$ cat src/rtl/sap_ram_loader_if.sv
// ============================================================================
// Module  : sap_ram_loader_if
// Purpose : command, byte-source and shared RAM bus signals of the loader.
// Revision: 1.0
// ============================================================================
`default_nettype none

interface sap_ram_loader_if;
  logic       start;
  logic       verify_en;
  logic       abort;
  logic [7:0] in_data;
  logic       in_valid;
  logic       in_ready;
  logic [7:0] bus_out;
  logic       bus_drive;
  logic [7:0] bus_in;
  logic       ram_ae;
  logic       ram_we;
  logic       ram_oe;
  logic       cpu_hold;
  logic       busy;
  logic       done;
  logic       error;
  logic [3:0] err_addr;
  logic [4:0] load_count;

  // Controller / environment side: issues commands, supplies bytes, closes the bus.
  modport master (
    output start, verify_en, abort, in_data, in_valid, bus_in,
    input  in_ready, bus_out, bus_drive, ram_ae, ram_we, ram_oe,
    input  cpu_hold, busy, done, error, err_addr, load_count
  );

  // Loader side.
  modport slave (
    input  start, verify_en, abort, in_data, in_valid, bus_in,
    output in_ready, bus_out, bus_drive, ram_ae, ram_we, ram_oe,
    output cpu_hold, busy, done, error, err_addr, load_count
  );
endinterface

`default_nettype wire

$ cat src/rtl/sap_ram_loader.sv
// ============================================================================
// Module  : sap_ram_loader
// Purpose : loads a byte stream into the SAP 16x8 RAM over the shared bus,
//           with optional readback verify.
// Revision: 1.0
// ============================================================================
`default_nettype none

module sap_ram_loader #(
  parameter int LOAD_WORDS = 16,
  parameter int BASE_ADDR  = 0
) (
  input  wire logic       clk,
  input  wire logic       rst_n,
  sap_ram_loader_if.slave lif
);

  localparam logic [3:0] c_last_idx = 4'(LOAD_WORDS - 1);
  localparam logic [3:0] c_base     = 4'(BASE_ADDR);

  typedef enum logic [2:0] {
    S_IDLE      = 3'd0,
    S_WAIT_DATA = 3'd1,
    S_SET_ADDR  = 3'd2,
    S_WRITE     = 3'd3,
    S_RB_ADDR   = 3'd4,
    S_RB_READ   = 3'd5,
    S_DONE      = 3'd6
  } state_e;

  state_e     state_q, state_d;
  logic [3:0] addr_q, addr_d;
  logic [3:0] idx_q, idx_d;
  logic [7:0] hold_q, hold_d;
  logic       verify_q, verify_d;
  logic       error_q, error_d;
  logic [3:0] err_addr_q, err_addr_d;
  logic [4:0] load_count_q, load_count_d;
  logic [7:0] shadow_q [16];
  logic [7:0] shadow_d [16];

  logic w_busy;
  logic w_last;

  assign w_busy = (state_q != S_IDLE) && (state_q != S_DONE);
  assign w_last = (idx_q == c_last_idx);

  always_comb begin
    state_d      = state_q;
    addr_d       = addr_q;
    idx_d        = idx_q;
    hold_d       = hold_q;
    verify_d     = verify_q;
    error_d      = error_q;
    err_addr_d   = err_addr_q;
    load_count_d = load_count_q;
    shadow_d     = shadow_q;

    unique case (state_q)
      S_IDLE, S_DONE: begin
        if (lif.start && !lif.abort) begin
          verify_d     = lif.verify_en;
          addr_d       = c_base;
          idx_d        = 4'd0;
          load_count_d = 5'd0;
          error_d      = 1'b0;
          err_addr_d   = 4'd0;
          state_d      = S_WAIT_DATA;
        end
      end
      S_WAIT_DATA: begin
        if (lif.in_valid && !lif.abort) begin
          hold_d          = lif.in_data;
          shadow_d[idx_q] = lif.in_data;
          state_d         = S_SET_ADDR;
        end
      end
      S_SET_ADDR: state_d = S_WRITE;
      S_WRITE: begin
        // The write strobe is already on the bus this cycle, so it counts even if aborted.
        load_count_d = load_count_q + 5'd1;
        if (w_last) begin
          if (verify_q) begin
            addr_d  = c_base;
            idx_d   = 4'd0;
            state_d = S_RB_ADDR;
          end else begin
            state_d = S_DONE;
          end
        end else begin
          addr_d  = addr_q + 4'd1;
          idx_d   = idx_q + 4'd1;
          state_d = S_WAIT_DATA;
        end
      end
      S_RB_ADDR: state_d = S_RB_READ;
      S_RB_READ: begin
        if ((lif.bus_in != shadow_q[idx_q]) && !error_q) begin
          error_d    = 1'b1;
          err_addr_d = addr_q;
        end
        if (w_last) begin
          state_d = S_DONE;
        end else begin
          addr_d  = addr_q + 4'd1;
          idx_d   = idx_q + 4'd1;
          state_d = S_RB_ADDR;
        end
      end
      default: state_d = S_IDLE;
    endcase

    if (w_busy && lif.abort) begin
      state_d = S_IDLE;
    end
  end

  always_ff @(posedge clk) begin
    if (!rst_n) begin
      state_q      <= S_IDLE;
      addr_q       <= 4'd0;
      idx_q        <= 4'd0;
      hold_q       <= 8'd0;
      verify_q     <= 1'b0;
      error_q      <= 1'b0;
      err_addr_q   <= 4'd0;
      load_count_q <= 5'd0;
    end else begin
      state_q      <= state_d;
      addr_q       <= addr_d;
      idx_q        <= idx_d;
      hold_q       <= hold_d;
      verify_q     <= verify_d;
      error_q      <= error_d;
      err_addr_q   <= err_addr_d;
      load_count_q <= load_count_d;
    end
  end

  // Shadow copy is only read after being written in the same run; no reset needed.
  always_ff @(posedge clk) begin
    shadow_q <= shadow_d;
  end

  // Bus and strobes decode from state and registers only.
  assign lif.in_ready   = (state_q == S_WAIT_DATA);
  assign lif.ram_ae     = (state_q == S_SET_ADDR) || (state_q == S_RB_ADDR);
  assign lif.ram_we     = (state_q == S_WRITE);
  assign lif.ram_oe     = (state_q == S_RB_READ);
  assign lif.bus_drive  = lif.ram_ae || lif.ram_we;
  assign lif.bus_out    = lif.ram_ae ? {4'b0000, addr_q} :
                          lif.ram_we ? hold_q : 8'h00;
  assign lif.busy       = w_busy;
  assign lif.cpu_hold   = w_busy;
  assign lif.done       = (state_q == S_DONE);
  assign lif.error      = error_q;
  assign lif.err_addr   = err_addr_q;
  assign lif.load_count = load_count_q;

endmodule

`default_nettype wire
$ cat src/flat_wrapper.sv
// flat-port wrapper written by rule: the top's interface ports become plain ports
module sap_ram_loader_flat 
#(
  parameter int LOAD_WORDS = 16,
  parameter int BASE_ADDR  = 0
)
  (clk, rst_n, lif_start, lif_verify_en, lif_abort, lif_in_data, lif_in_valid, lif_bus_in, lif_in_ready, lif_bus_out, lif_bus_drive, lif_ram_ae, lif_ram_we, lif_ram_oe, lif_cpu_hold, lif_busy, lif_done, lif_error, lif_err_addr, lif_load_count);
  sap_ram_loader_if lif_i ();
  input  wire logic clk;
  input  wire logic rst_n;
  input wire logic [$bits(lif_i.start)-1:0] lif_start;
  input wire logic [$bits(lif_i.verify_en)-1:0] lif_verify_en;
  input wire logic [$bits(lif_i.abort)-1:0] lif_abort;
  input wire logic [$bits(lif_i.in_data)-1:0] lif_in_data;
  input wire logic [$bits(lif_i.in_valid)-1:0] lif_in_valid;
  input wire logic [$bits(lif_i.bus_in)-1:0] lif_bus_in;
  output wire logic [$bits(lif_i.in_ready)-1:0] lif_in_ready;
  output wire logic [$bits(lif_i.bus_out)-1:0] lif_bus_out;
  output wire logic [$bits(lif_i.bus_drive)-1:0] lif_bus_drive;
  output wire logic [$bits(lif_i.ram_ae)-1:0] lif_ram_ae;
  output wire logic [$bits(lif_i.ram_we)-1:0] lif_ram_we;
  output wire logic [$bits(lif_i.ram_oe)-1:0] lif_ram_oe;
  output wire logic [$bits(lif_i.cpu_hold)-1:0] lif_cpu_hold;
  output wire logic [$bits(lif_i.busy)-1:0] lif_busy;
  output wire logic [$bits(lif_i.done)-1:0] lif_done;
  output wire logic [$bits(lif_i.error)-1:0] lif_error;
  output wire logic [$bits(lif_i.err_addr)-1:0] lif_err_addr;
  output wire logic [$bits(lif_i.load_count)-1:0] lif_load_count;
  assign lif_i.start = lif_start;
  assign lif_i.verify_en = lif_verify_en;
  assign lif_i.abort = lif_abort;
  assign lif_i.in_data = lif_in_data;
  assign lif_i.in_valid = lif_in_valid;
  assign lif_i.bus_in = lif_bus_in;
  assign lif_in_ready = lif_i.in_ready;
  assign lif_bus_out = lif_i.bus_out;
  assign lif_bus_drive = lif_i.bus_drive;
  assign lif_ram_ae = lif_i.ram_ae;
  assign lif_ram_we = lif_i.ram_we;
  assign lif_ram_oe = lif_i.ram_oe;
  assign lif_cpu_hold = lif_i.cpu_hold;
  assign lif_busy = lif_i.busy;
  assign lif_done = lif_i.done;
  assign lif_error = lif_i.error;
  assign lif_err_addr = lif_i.err_addr;
  assign lif_load_count = lif_i.load_count;
  sap_ram_loader #(.LOAD_WORDS(LOAD_WORDS), .BASE_ADDR(BASE_ADDR)) u_core (.clk(clk), .rst_n(rst_n), .lif(lif_i));
endmodule
$ cat config.mk
export PLATFORM = sky130hd
export DESIGN_NAME = sap_ram_loader_flat
export DESIGN_NICKNAME = d
export VERILOG_FILES = /design/src/rtl/sap_ram_loader_if.sv /design/src/rtl/sap_ram_loader.sv /design/src/flat_wrapper.sv
export SDC_FILE = /design/constraint.sdc
export NUM_CORES = 1
export LEC_CHECK = 0
export BUFFER_PORTS_ARGS = -buffer_cell sky130_fd_sc_hd__buf_2
export CAP_MARGIN = 20
export CORE_UTILIZATION = 30
export CTS_CLUSTER_SIZE = 30
export DETAILED_ROUTE_END_ITERATION = 6
export GPL_TIMING_DRIVEN = 0
export PLACE_DENSITY_LB_ADDON = 0.2
export SLEW_MARGIN = 10
export SYNTH_ARGS = -nofsm -noshare
export SYNTH_HDL_FRONTEND = slang
export SYNTH_SLANG_ARGS = --single-unit
$ cat constraint.sdc
create_clock -name clk -period 4.1 [get_ports clk]
set_input_delay 0.205 -clock clk [delete_from_list [all_inputs] [get_ports clk]]
set_output_delay 0.205 -clock clk [all_outputs]
set_load 0.05 [all_outputs]
After elaboration in Yosys (flattened, before gate mapping)
Cells that the tools add are included.

Output and inout bits: 26. Register bits after elaboration: 158. Logic and storage cells: 97.

Order comparisons: 2. Add/subtract/negate cells: 3. Bitwise gates (word level): 2. Mux-type cells: 29. Equality and inequality tests: 14. Reduce and logical (&&, ||, !) cells: 23.

Operator list (number): 128-bit bitwise mux (1); 8-bit two-way mux (5); 8-bit binary-select mux with 4-bit select (1); 8-bit demux with 4-bit select (1); 4-bit two-way mux (7); 4-bit case mux with 3 select lines (2); 3-bit case mux with 6 select lines (1); 5-bit case mux with 2 select lines (1); 3-bit equality test (second input constant) (3); 3-bit two-way mux (3); 4-bit by 1-bit adder with 4-bit output (second input constant) (2); 8-bit != test (1); 4-bit case mux with 2 select lines (1); 2-bit AND reduction (4); 3-bit by 2-bit equality test with 1-bit output (second input constant) (2); 1-bit logical AND (6); 2-bit by 1-bit != test with 1-bit output (second input constant) (3); 3-bit != test (second input constant) (2); 3-bit nonzero test (2); 5-bit by 1-bit adder with 5-bit output (second input constant) (1); 5-bit greater-or-equal comparator (second input constant) (1); 5-bit by 1-bit less-than comparator with 1-bit output (second input constant) (1); 5-bit two-way mux (1); 4-bit NOT with 5-bit output (1); other kinds (14) (20).

Depth between registers and ports, before layout
Gate-level depths: netlist of run 1.

Depth in word-level cells: 8. Depth in mapped cells: 9.

Worst setup path after synthesis of run 1
Ideal clock, no wire load.

Kind: register to register. From: register u_core.state_q[0]. To: register u_core.shadow_q[104] in the netlist's numbering, enable pin. Arrival time: 3.311 ns. Setup time: 0.383 ns. Cell stages (with the launch flop): 7. Setup slack: 0.405 ns. Period minus slack after synthesis: 3.695 ns. Cell sequence: dfxtp_1 > clkbuf_1 > nor3b_1 > and3b_1 > clkbuf_1 > nand2_1 > nor3_1.

Longest elaborated chain between the ends: 2.

Ends and longest elaborated chain: from (decl) (line sap_ram_loader.sv:31) `state_e state_q, state_d;`; from (signal assigned) (line sap_ram_loader.sv:129) `state_q <= state_d;`; 3-bit by 1-bit equality test with 1-bit output; via lif_in_ready (line flat_wrapper.sv:17) `output wire logic [$bits(lif_i.in_ready)-1:0] lif_in_ready;`; 2-bit AND reduction (no line); to (signal assigned) (line sap_ram_loader.sv:142) `shadow_q <= shadow_d;`; to (decl) (line sap_ram_loader.sv:39) `logic [7:0] shadow_q [16];`.

The timed path passes the listed nets, and every way through them passes these cells. A chain may end at the register's enable or synchronous reset.

Worst setup path in the final report of run 1
From: register u_core.state_q[0]. To: register u_core.shadow_q[36] in the netlist's numbering, enable pin.

Longest elaborated chain between the ends: 2.

Ends and longest elaborated chain: 3-bit by 1-bit equality test with 1-bit output (line sap_ram_loader.sv:59) `unique case (state_q)`; 2-bit AND reduction (no line).

No other way between the ends.

==> metrics, run 1 <==
Startpoint Class=register; Clock Tree Root=clkbuf_16; hold slack=33.9 ps; status=completed; CTS max path bufs=2; max incr delay on CP=780 ps; post-detailed-route wirelength per cell=19.5 um; Final Critical Period=3280 ps; Reg clk slew, reported paths=70 ps; Post-DRT Antenna Nets=0; Cells after Synth=410; final layout net count=507; chip width=150 um; Tot Pwr=3.54 mW; Rows=53; Post-Syn Area per Cell=15.9 um^2; slowest CP cell=nor2_1; Max FO, Critical Path=10; most area-consuming cells after synthesis=edfxtp_1, mux4_2, dfxtp_1, nand2_1, xnor2_1; Post-synth ARST share=0%; GR Layer Usage met2=22.4%; critical path required time=4150 ps; Die Ht=150 um; Post-Syn Area=6530 um^2; drt total wl=14.9 mm; Worst-Margin Slew=986 ps; htree depth=4; hold crit path type=in2reg; die area=22400 um^2; dpl cells=734; fmax=304 MHz; Seq/Total Area, Yosys=68.1%; Clock Skew=8.09 ps; top_reg_cell synth=edfxtp_1; vias in the first global route=3727; Worst-Skew Late Latency=430 ps; first-pass GRT wire length=22.8 mm; crit path kind=reg2reg; period utilisation layout=80.1%; Leak=2.61 nW; post-placement cell area=7140 um^2; Synth cell types=42; Area Growth Syn to Fin=18.8%; post-cts sizing count=0; DRC Markers=0; Final Slew Violations=0; Non-Filler Instances=766; crit end category=register; Clock Sinks=158; Max Cap Viol=0; Global Route Usage Sum=14.5%; vias per std cell=4.77; final setup fails=0; GPL Wtd Cong=0.778; met1 Usage GRT=19.8%; initial core utilization=30.9%; delay-heaviest family, CP=simple AND/OR/NAND/NOR gates; initial antenna violation count=0; maximum VDD drop=281 uV; initial DRC count=239; most frequent CP cell=clkbuf_1; CTS tree=done; Max-Slew Margin vs Limit=34.0%; maximum number of pins on one net before global-route repair=18; post-synth top area share=58.9%; CP bufs+invs=2; M3 GR Usage=3.17%; DP HPWL=10.1 mm; post-synthesis register bit count=158; DRT Pass-1 Iters=5; RSZ-0062 raised after global routing=false; Placeable Area=21200 um^2; setup_tns=0 ps; final hold vios=0; global route total overflow=0; Syn Nets=439; Final Instance Area=7760 um^2; cell accounting for the most synthesized area=edfxtp_1; Ys Warns=0; most utilized layer in the global route result=met2; total number of vias=3657; number of synthesized flops with an enable pin=128; Ports=48; post-cts hold buffer count=0; Setup Fix Bufs, Post-CTS=0; worst path cell trace=clkbuf_1 > nor3b_1 > and3b_1 > clkbuf_1 > nand2_1 > nor2_1; CP arrival=3340 ps; n_diodes=0; CTS Buf Count=17; port bufs=47; Power Density=456 nW/um^2; share of layout cells above drive strength 1=27.1%
-- kinds of logic after synthesis --
group | after synthesis | share of synthesized area [%]
compound gates | 44 | 4.27
xor+xnor | 20 | 2.68
fa+ha+maj | 7 | 1.34
buf+inv | 26 | 1.90
flops | 158 | 68.1
mux | 47 | 14.1
simple gates | 108 | 7.63
-- flip-flops by register name, summed over array words and instances (netlist names) --
register               flops
u_core.lif.load_count      5
u_core.lif.err_addr        4
u_core.state_q             3
u_core.verify_q            1
u_core.lif.error           1
u_core.idx_q               4
u_core.hold_q              8
u_core.shadow_q          128
u_core.addr_q              4
-- per-layer routing --
layer	routed length [um]	vias up	part of all wire [%]
met5	0	-	0
met4	232	0	1.6
met3	522	17	3.5
met2	7090	67	48
met1	7060	1865	47
li1	-	1708	-
-- cell usage in the layout, fill, tap and decap left out, types with 3 or more instances in the layout --
cell type / Yosys / layout
edfxtp_1: 128 / 128
buf_2: 3 / 50
nand2_1: 41 / 41
mux4_2: 36 / 36
dfxtp_1: 30 / 30
nor2_1: 28 / 28
a21oi_1: 18 / 18
clkbuf_16: 0 / 17
xnor2_1: 14 / 14
clkbuf_1: 10 / 11
mux2i_1: 10 / 10
nand3_1: 9 / 9
buf_4: 6 / 8
ha_1: 7 / 7
inv_1: 6 / 6
xor2_1: 6 / 6
and2_1: 6 / 6
nor3_2: 1 / 5
o21ai_0: 5 / 5
nand2b_1: 4 / 4
a22o_1: 4 / 4
clkinv_4: 0 / 4
nand3b_1: 3 / 3
nor2b_1: 3 / 3
a31oi_1: 3 / 3
nand4_1: 3 / 3
o21a_1: 3 / 3
bufinv_16: 0 / 3
-- where the power goes --
part / switching [mW] / internal, mW
registers: 0.00511 / 1.74
clock network: 0.665 / 0.971
logic: 0.102 / 0.0610
-- cell type report --
| class | count | area (um^2) |
|---|---|---|
| Tap cell | 275 | 344 |
| Timing Repair Buffer | 49 | 250 |
| Inverter | 7 | 26.3 |
| Clock buffer | 18 | 429 |
| Clock inverter | 14 | 185 |
| Fill cell | 1976 | 13400 |
| Multi-Input combinational cell | 226 | 1980 |
| Sequential cell | 158 | 4440 |
| Buffer | 19 | 97.6 |
-- cell usage after synthesis (2+ instances only) --
cell	count
clkbuf_1	10
buf_2	3
o21a_1	3
edfxtp_1	128
a31oi_1	3
nand3b_1	3
nand4_1	3
mux4_2	36
nor2_1	28
xor2_1	6
o22ai_1	2
nand3_1	9
nand2_1	41
nor2b_1	3
xnor2_1	14
nand2b_1	4
o21ai_0	5
a21oi_1	18
nor3_1	5
a22o_1	4
mux2i_1	10
nor3b_1	2
buf_4	6
ha_1	7
dfxtp_1	30
and2_1	6
inv_1	6
-- worst paths after layout --
check	start	endpoint	slack [ps]	depth (start not counted)
setup reg to reg	u_core.state_q[0]	u_core.shadow_q[36]	820	6
hold reg to reg	u_core.hold_q[7]	u_core.hold_q[7]	450	2
setup / recovery	u_core.state_q[0]	u_core.shadow_q[36]	820	6
hold / removal	lif_verify_en	u_core.verify_q	30	3
-- worst reg2reg max path, delay by kind of cell, from the launching register on --
family | cells | cell delay, ps
and+or+nand+nor | 4 | 1900
buffers and inverters | 2 | 680
DFF | 1 | 310
-- per-stage QoR --
stage	utilization, %	setup slack, ps
2_1_floorplan	-	405
3_3_place_gp	33.6	389
3_5_place_dp	33.8	797
4_1_cts	36.7	785
5_1_grt	36.7	558
6_report	36.7	815
(Power assumes the default switching activity.)
==> run 2: changes to the inputs <==
clock period = 2.8 ns   (was 4.1 ns; I/O delays follow)
==> run 2 against run 1 <==
  * Global-route usage grew 0.079 points
  * Core utilization grew 0.72 points
  * Total power grew 41%
  * Register-to-register slack lost 740 ps
  * Fmax grew 21%
  * Clock skew grew 1.6 ps
  * Count of clock-buffer cells in the layout is the same
  * Non-clock buffer count grew 3
  * Hold slack lost 6.0 ps
  * First-iteration DRC count grew 24%
  * Combinational power grew 56%
  * Sequential power grew 47%
  * Largest power group unchanged
  * Highest routed layer unchanged
==> metrics, run 2 (same netlist as run 1, synthesis figures left out) <==
post-detailed-route wirelength per cell=19.9 um (+2.2%); Reg power frac=51.0% (+1.8 points); CTS Buf Count=17 (unchanged); Placeable Area=21200 um^2 (unchanged); port bufs=47 (unchanged); initial DRC count=296 (+24%); internal reg-to-reg setup slack=80 ps (-740 ps); setup_tns=0 ps (unchanged); n_diodes=0 (unchanged); CP arrival=3080 ps (-260 ps); htree depth=4 (unchanged); CTS tree=done; Worst-Margin Slew=957 ps (-28.4 ps); Die Ht=150 um (unchanged); initial core utilization=30.9% (unchanged); Tot Pwr=5.00 mW (+41%); Final Critical Period=2720 ps (-564 ps); Post-DRT Antenna Nets=0 (unchanged); fmax=368 MHz (+21%); global route total overflow=0 (unchanged); max FFs per register=128 (unchanged); final setup fails=0 (unchanged); Max Cap Viol=0 (unchanged); final layout net count=510 (+0.59%); Ports=48 (unchanged); critical path required time=3160 ps (-990 ps); Reg clk slew, reported paths=60 ps (about the same); Clock Tree Root=clkbuf_16; Sw Share=22.5% (+0.71 points); total number of vias=3743 (+2.4%); final hold vios=0 (unchanged); fillers=1964 (-0.61%); DP HPWL=10.2 mm (+1.3%); share of layout cells above drive strength 1=31.4% (+4.3 points); Largest Register=u_core.shadow_q; Final Instance Area=7910 um^2 (+2.0%); Clock Sinks=158 (unchanged); DRC Markers=0 (unchanged); hold slack=27.9 ps (-5.99 ps); multi-input logic area=2080 um^2 (+5.0%); Max FO, Critical Path=10 (unchanged); Power Density=632 nW/um^2 (+39%); initial antenna violation count=0 (unchanged); chip width=150 um (unchanged); status=completed; Global Route Usage Sum=14.6% (+0.079 points); Internal=3.88 mW (+40%); Area Growth Syn to Fin=21.2%; sequential cell area=4450 um^2 (+0.11%); first-pass GRT wire length=23.0 mm (+1.1%); Final Slew Violations=0 (unchanged); period utilisation layout=97.2% (+17 points); sw power=1.13 mW (+46%); RSZ-0062 raised after global routing=true; Worst-Skew Late Latency=430 ps (about the same); Clock Skew=9.70 ps (+1.61 ps); most common cell after layout, fill and taps aside=edfxtp_1; Clock Power Share=43.9% (-2.3 points); vias in the first global route=3786 (+1.6%); Rows=53 (unchanged); crit end category=register; vias per std cell=4.87 (+2.0%); Comb pwr share=5.1% (+0.5 points); post-placement cell area=7160 um^2 (+0.16%); GPL Wtd Cong=0.766 (-1.6%); Leak=2.60 nW (-0.47%); die area=22400 um^2 (unchanged); crit path kind=reg2reg; pre-CTS WS=-254 ps (-1050 ps); most frequent cells in the layout=edfxtp_1, buf_2, nand2_1; hold crit path type=in2reg; Max-Slew Margin vs Limit=36.0% (+1.9 points); maximum number of pins on one net before global-route repair=18 (unchanged); drt total wl=15.3 mm (+2.6%); CTS max path bufs=2 (unchanged); final worst slack=79.7 ps (-736 ps); maximum VDD drop=246 uV (-13%); DRT Pass-1 Iters=4 (-1); Startpoint Class=register
==> run 2: cell count changes in the layout (fill, tap and decap cells not counted), sizes merged <==
cell	previous run	this run
buf	58	61
bufinv	3	1
clkbuf	28	27
clkinv	6	5
clkinvlp	2	5
dlygate4sd3	0	1
==> run 2: through the flow <==
step / cells / util [%]
6_report: 769 / 37.4
4_1_cts: 767 / 36.8
2_1_floorplan: 410 / -
5_1_grt: 769 / 37.4
3_5_place_dp: 734 / 33.8
3_3_place_gp: 732 / 33.7
==> run 2: critical path, cell delays in order (launching register included) <==
cell	delay (ps)
dfxtp_4	390
buf_12	160
mux4_2	550
mux4_2	510
xnor2_1	140
nand4_1	200
nor3_4	80
a211oi_4	380
mux2i_1	230
==> run 2: path summary, 6_finish.rpt <==
check | startpoint | endpoint | cells after the start
max | u_core.idx_q[1] | u_core.lif.err_addr[3] | 8
min | rst_n | u_core.lif.err_addr[3] | 3
max reg2reg | u_core.idx_q[1] | u_core.lif.err_addr[3] | 8
min reg2reg | u_core.hold_q[7] | u_core.hold_q[7] | 2
==> run 2: area by class of cell <==
type                            instances  area share (%)
Buffer                                 18            1.77
Clock buffer                           18            5.42
Clock inverter                         14            1.69
Inverter                                7           0.332
Multi-Input combinational cell        226            26.3
Sequential cell                       158            56.2
Tap cell                              275            4.35
Timing Repair Buffer                   53            3.89
==> run 2: repair_timing <==
| item | CTS | global route |
|---|---|---|
| resized for setup | 18 | 21 |
| hold buffers | 1 | 0 |
| setup endpoints to repair | 79 | 85 |
| pin swaps | 2 | 4 |
| buffers inserted | 0 | 3 |
| endpoints found under the hold margin | 1 | 0 |
==> run 2: routing by layer <==
layer | vias up | wire, um | global-route usage [%]
met5 | - | 0 | 0
met2 | 69 | 7470 | 23.1
met3 | 12 | 503 | 2.87
li1 | 1714 | - | -
met4 | 0 | 199 | 5.20
met1 | 1948 | 7110 | 19.8
==> run 2: power groups by stage <==
stage	Combinational, mW	Sequential, mW	Clock (mW)
2_1_floorplan	0.151	2.60	0
3_3_place_gp	0.239	2.60	0
3_5_place_dp	0.245	2.60	0
4_1_cts	0.251	2.55	2.24
5_1_grt	0.277	2.55	2.33
6_report	0.254	2.55	2.20
==> run 3: changes to the inputs <==
SETUP_SLACK_MARGIN = 0.2   (was not set)
==> run 3 against run 2 <==
  * Register-to-register slack about the same
  * Design area up 0.40%
  * Routed wire length down 0.33%
  * Die area unchanged
  * Highest routed layer unchanged
  * Clock skew down 0.89 ps
  * First-iteration DRC count up 1.7%
  * Sequential share of layout area down 0.22 points
  * Non-clock buffer count up 1
  * Sequential power about the same
  * Clock power about the same
==> metrics, run 3 (same netlist as run 1, synthesis figures left out) <==
share of layout cells above drive strength 1=32.5% (+1.1 points); final worst slack=84.1 ps (+4.41 ps); status=completed; Largest Register=u_core.shadow_q; RSZ-0062 raised after global routing=true; CTS Buf Count=17 (unchanged); Final Instance Area=7940 um^2 (+0.40%); min-delay src=rst_n; pre-CTS WS=-254 ps (unchanged); critical path required time=3120 ps (-40 ps); Reg clk slew, reported paths=60 ps (about the same); DRT Pass-1 Iters=5 (+1); htree depth=4 (unchanged); Area Growth Syn to Fin=21.6%; Clock Tree Root=clkbuf_16; Leak=2.61 nW (+0.40%); Max Cap Viol=0 (unchanged); Rows=53 (unchanged); max FFs per register=128 (unchanged); GPL Wtd Cong=0.766 (unchanged); Max FO, Critical Path=10 (unchanged); final hold vios=0 (unchanged); Tot Pwr=5.00 mW (about the same); n_diodes=0 (unchanged); DRC Markers=0 (unchanged); die area=22400 um^2 (unchanged); final layout net count=511 (+0.20%); hold slack=38.0 ps (+10.1 ps); global route total overflow=0 (unchanged); port bufs=47 (unchanged); slowest CP cell=mux4_2; Global Route Usage Sum=14.6% (+0.061 points); maximum number of pins on one net before global-route repair=18 (unchanged); Power Density=630 nW/um^2 (-0.36%); most common cell after layout, fill and taps aside=edfxtp_1; CP bufs+invs=1 (unchanged); worst flop-to-flop path startpoint=u_core.idx_q[1]; Worst-Skew Late Latency=430 ps (about the same); Max-Slew Margin vs Limit=35.7% (-0.28 points); Placeable Area=21200 um^2 (unchanged); vias per std cell=4.90 (+0.70%); crit path kind=reg2reg; fmax=368 MHz (+0.16%); setup_tns=0 ps (unchanged); total number of vias=3774 (+0.83%); Clock Sinks=158 (unchanged); Worst-Margin Slew=961 ps (+4.18 ps); Ports=48 (unchanged); Startpoint Class=register; drt total wl=15.2 mm (-0.33%); final setup fails=0 (unchanged); hold crit path type=in2reg; first-pass GRT wire length=23.2 mm (+0.54%); Final Slew Violations=0 (unchanged); worst path cell trace=buf_12 > mux4_2 > mux4_2 > xnor2_1 > nand4_1 > nor3_4 > a211oi_4 > o21a_1; crit path from=u_core.idx_q[1]; Clock Skew=8.81 ps (-0.890 ps); crit end category=register; maximum VDD drop=245 uV (-0.30%); most frequent cells in the layout=edfxtp_1, buf_2, nand2_1; initial core utilization=30.9% (unchanged); max incr delay on CP=540 ps (about the same); post-placement cell area=7160 um^2 (unchanged); Final Critical Period=2720 ps (-4.41 ps); CTS tree=done; period utilisation layout=97.0% (-0.16 points); Post-DRT Antenna Nets=0 (unchanged); Die Ht=150 um (unchanged); CTS max path bufs=2 (unchanged); chip width=150 um (unchanged); initial antenna violation count=0 (unchanged); DP HPWL=10.2 mm (unchanged); initial DRC count=301 (+1.7%); most frequent CP cell=mux4_2; CP arrival=3040 ps (-40 ps); delay-heaviest family, CP=multiplexers; vias in the first global route=3816 (+0.79%); post-detailed-route wirelength per cell=19.8 um (-0.46%)
[run 3: cell types whose count changed in the layout (fill, tap and decap cells not counted), sizes merged]
cell      previous run  this run
clkinvlp             5         6
clkinv               5         4
clkbuf              27        28
[run 3: layout make-up]
| class | count | area [um^2] |
|---|---|---|
| buffer | 19 | 149 |
| clock buffer | 18 | 429 |
| clock inverter | 14 | 134 |
| fill | 1971 | 13200 |
| inverter | 7 | 30.0 |
| multi-input combinational | 226 | 2100 |
| sequential | 158 | 4450 |
| tap | 275 | 344 |
| timing repair buffer | 53 | 308 |
[run 3: report_power, final]
group	total, mW	internal, mW	switching (mW)
clock network	2.20	1.23	0.962
logic	0.255	0.0993	0.156
registers	2.55	2.54	0.00882
[run 3: metal layers]
| layer | routed length [um] | GRT usage, % |
|---|---|---|
| met1 | 7160 | 19.8 |
| met2 | 7360 | 23.3 |
| met3 | 504 | 2.87 |
| met4 | 217 | 5.20 |
| met5 | 0 | 0 |
[run 3: what timing repair did]
| item | CTS | global route |
|---|---|---|
| pin swaps | 3 | 3 |
| resized for setup | 35 | 16 |
| endpoints found under the hold margin | 1 | 0 |
| hold buffers | 1 | 0 |
| setup buffers | 2 | 1 |
| endpoints found under the setup margin | 131 | 114 |
[run 3: worst register-to-register path, cell delays in order (launching register included)]
cell	delay, ps
dfxtp_4	390
buf_12	160
mux4_2	550
mux4_2	510
xnor2_1	160
nand4_1	240
nor3_4	260
a211oi_4	140
o21a_1	200
[run 3: path summary, 6_finish.rpt]
kind | end | slack (ps) | depth (start not counted)
hold / removal | u_core.lif.err_addr[3] | 40 | 3
setup / recovery | u_core.lif.error | 80 | 8
setup reg to reg | u_core.lif.error | 80 | 8
hold reg to reg | u_core.hold_q[7] | 450 | 2
[run 3: per-stage QoR]
stage | instances | util [%]
6_report | 770 | 37.5
2_1_floorplan | 410 | -
5_1_grt | 770 | 37.5
4_1_cts | 769 | 37.2
3_3_place_gp | 732 | 33.7
3_5_place_dp | 734 | 33.8
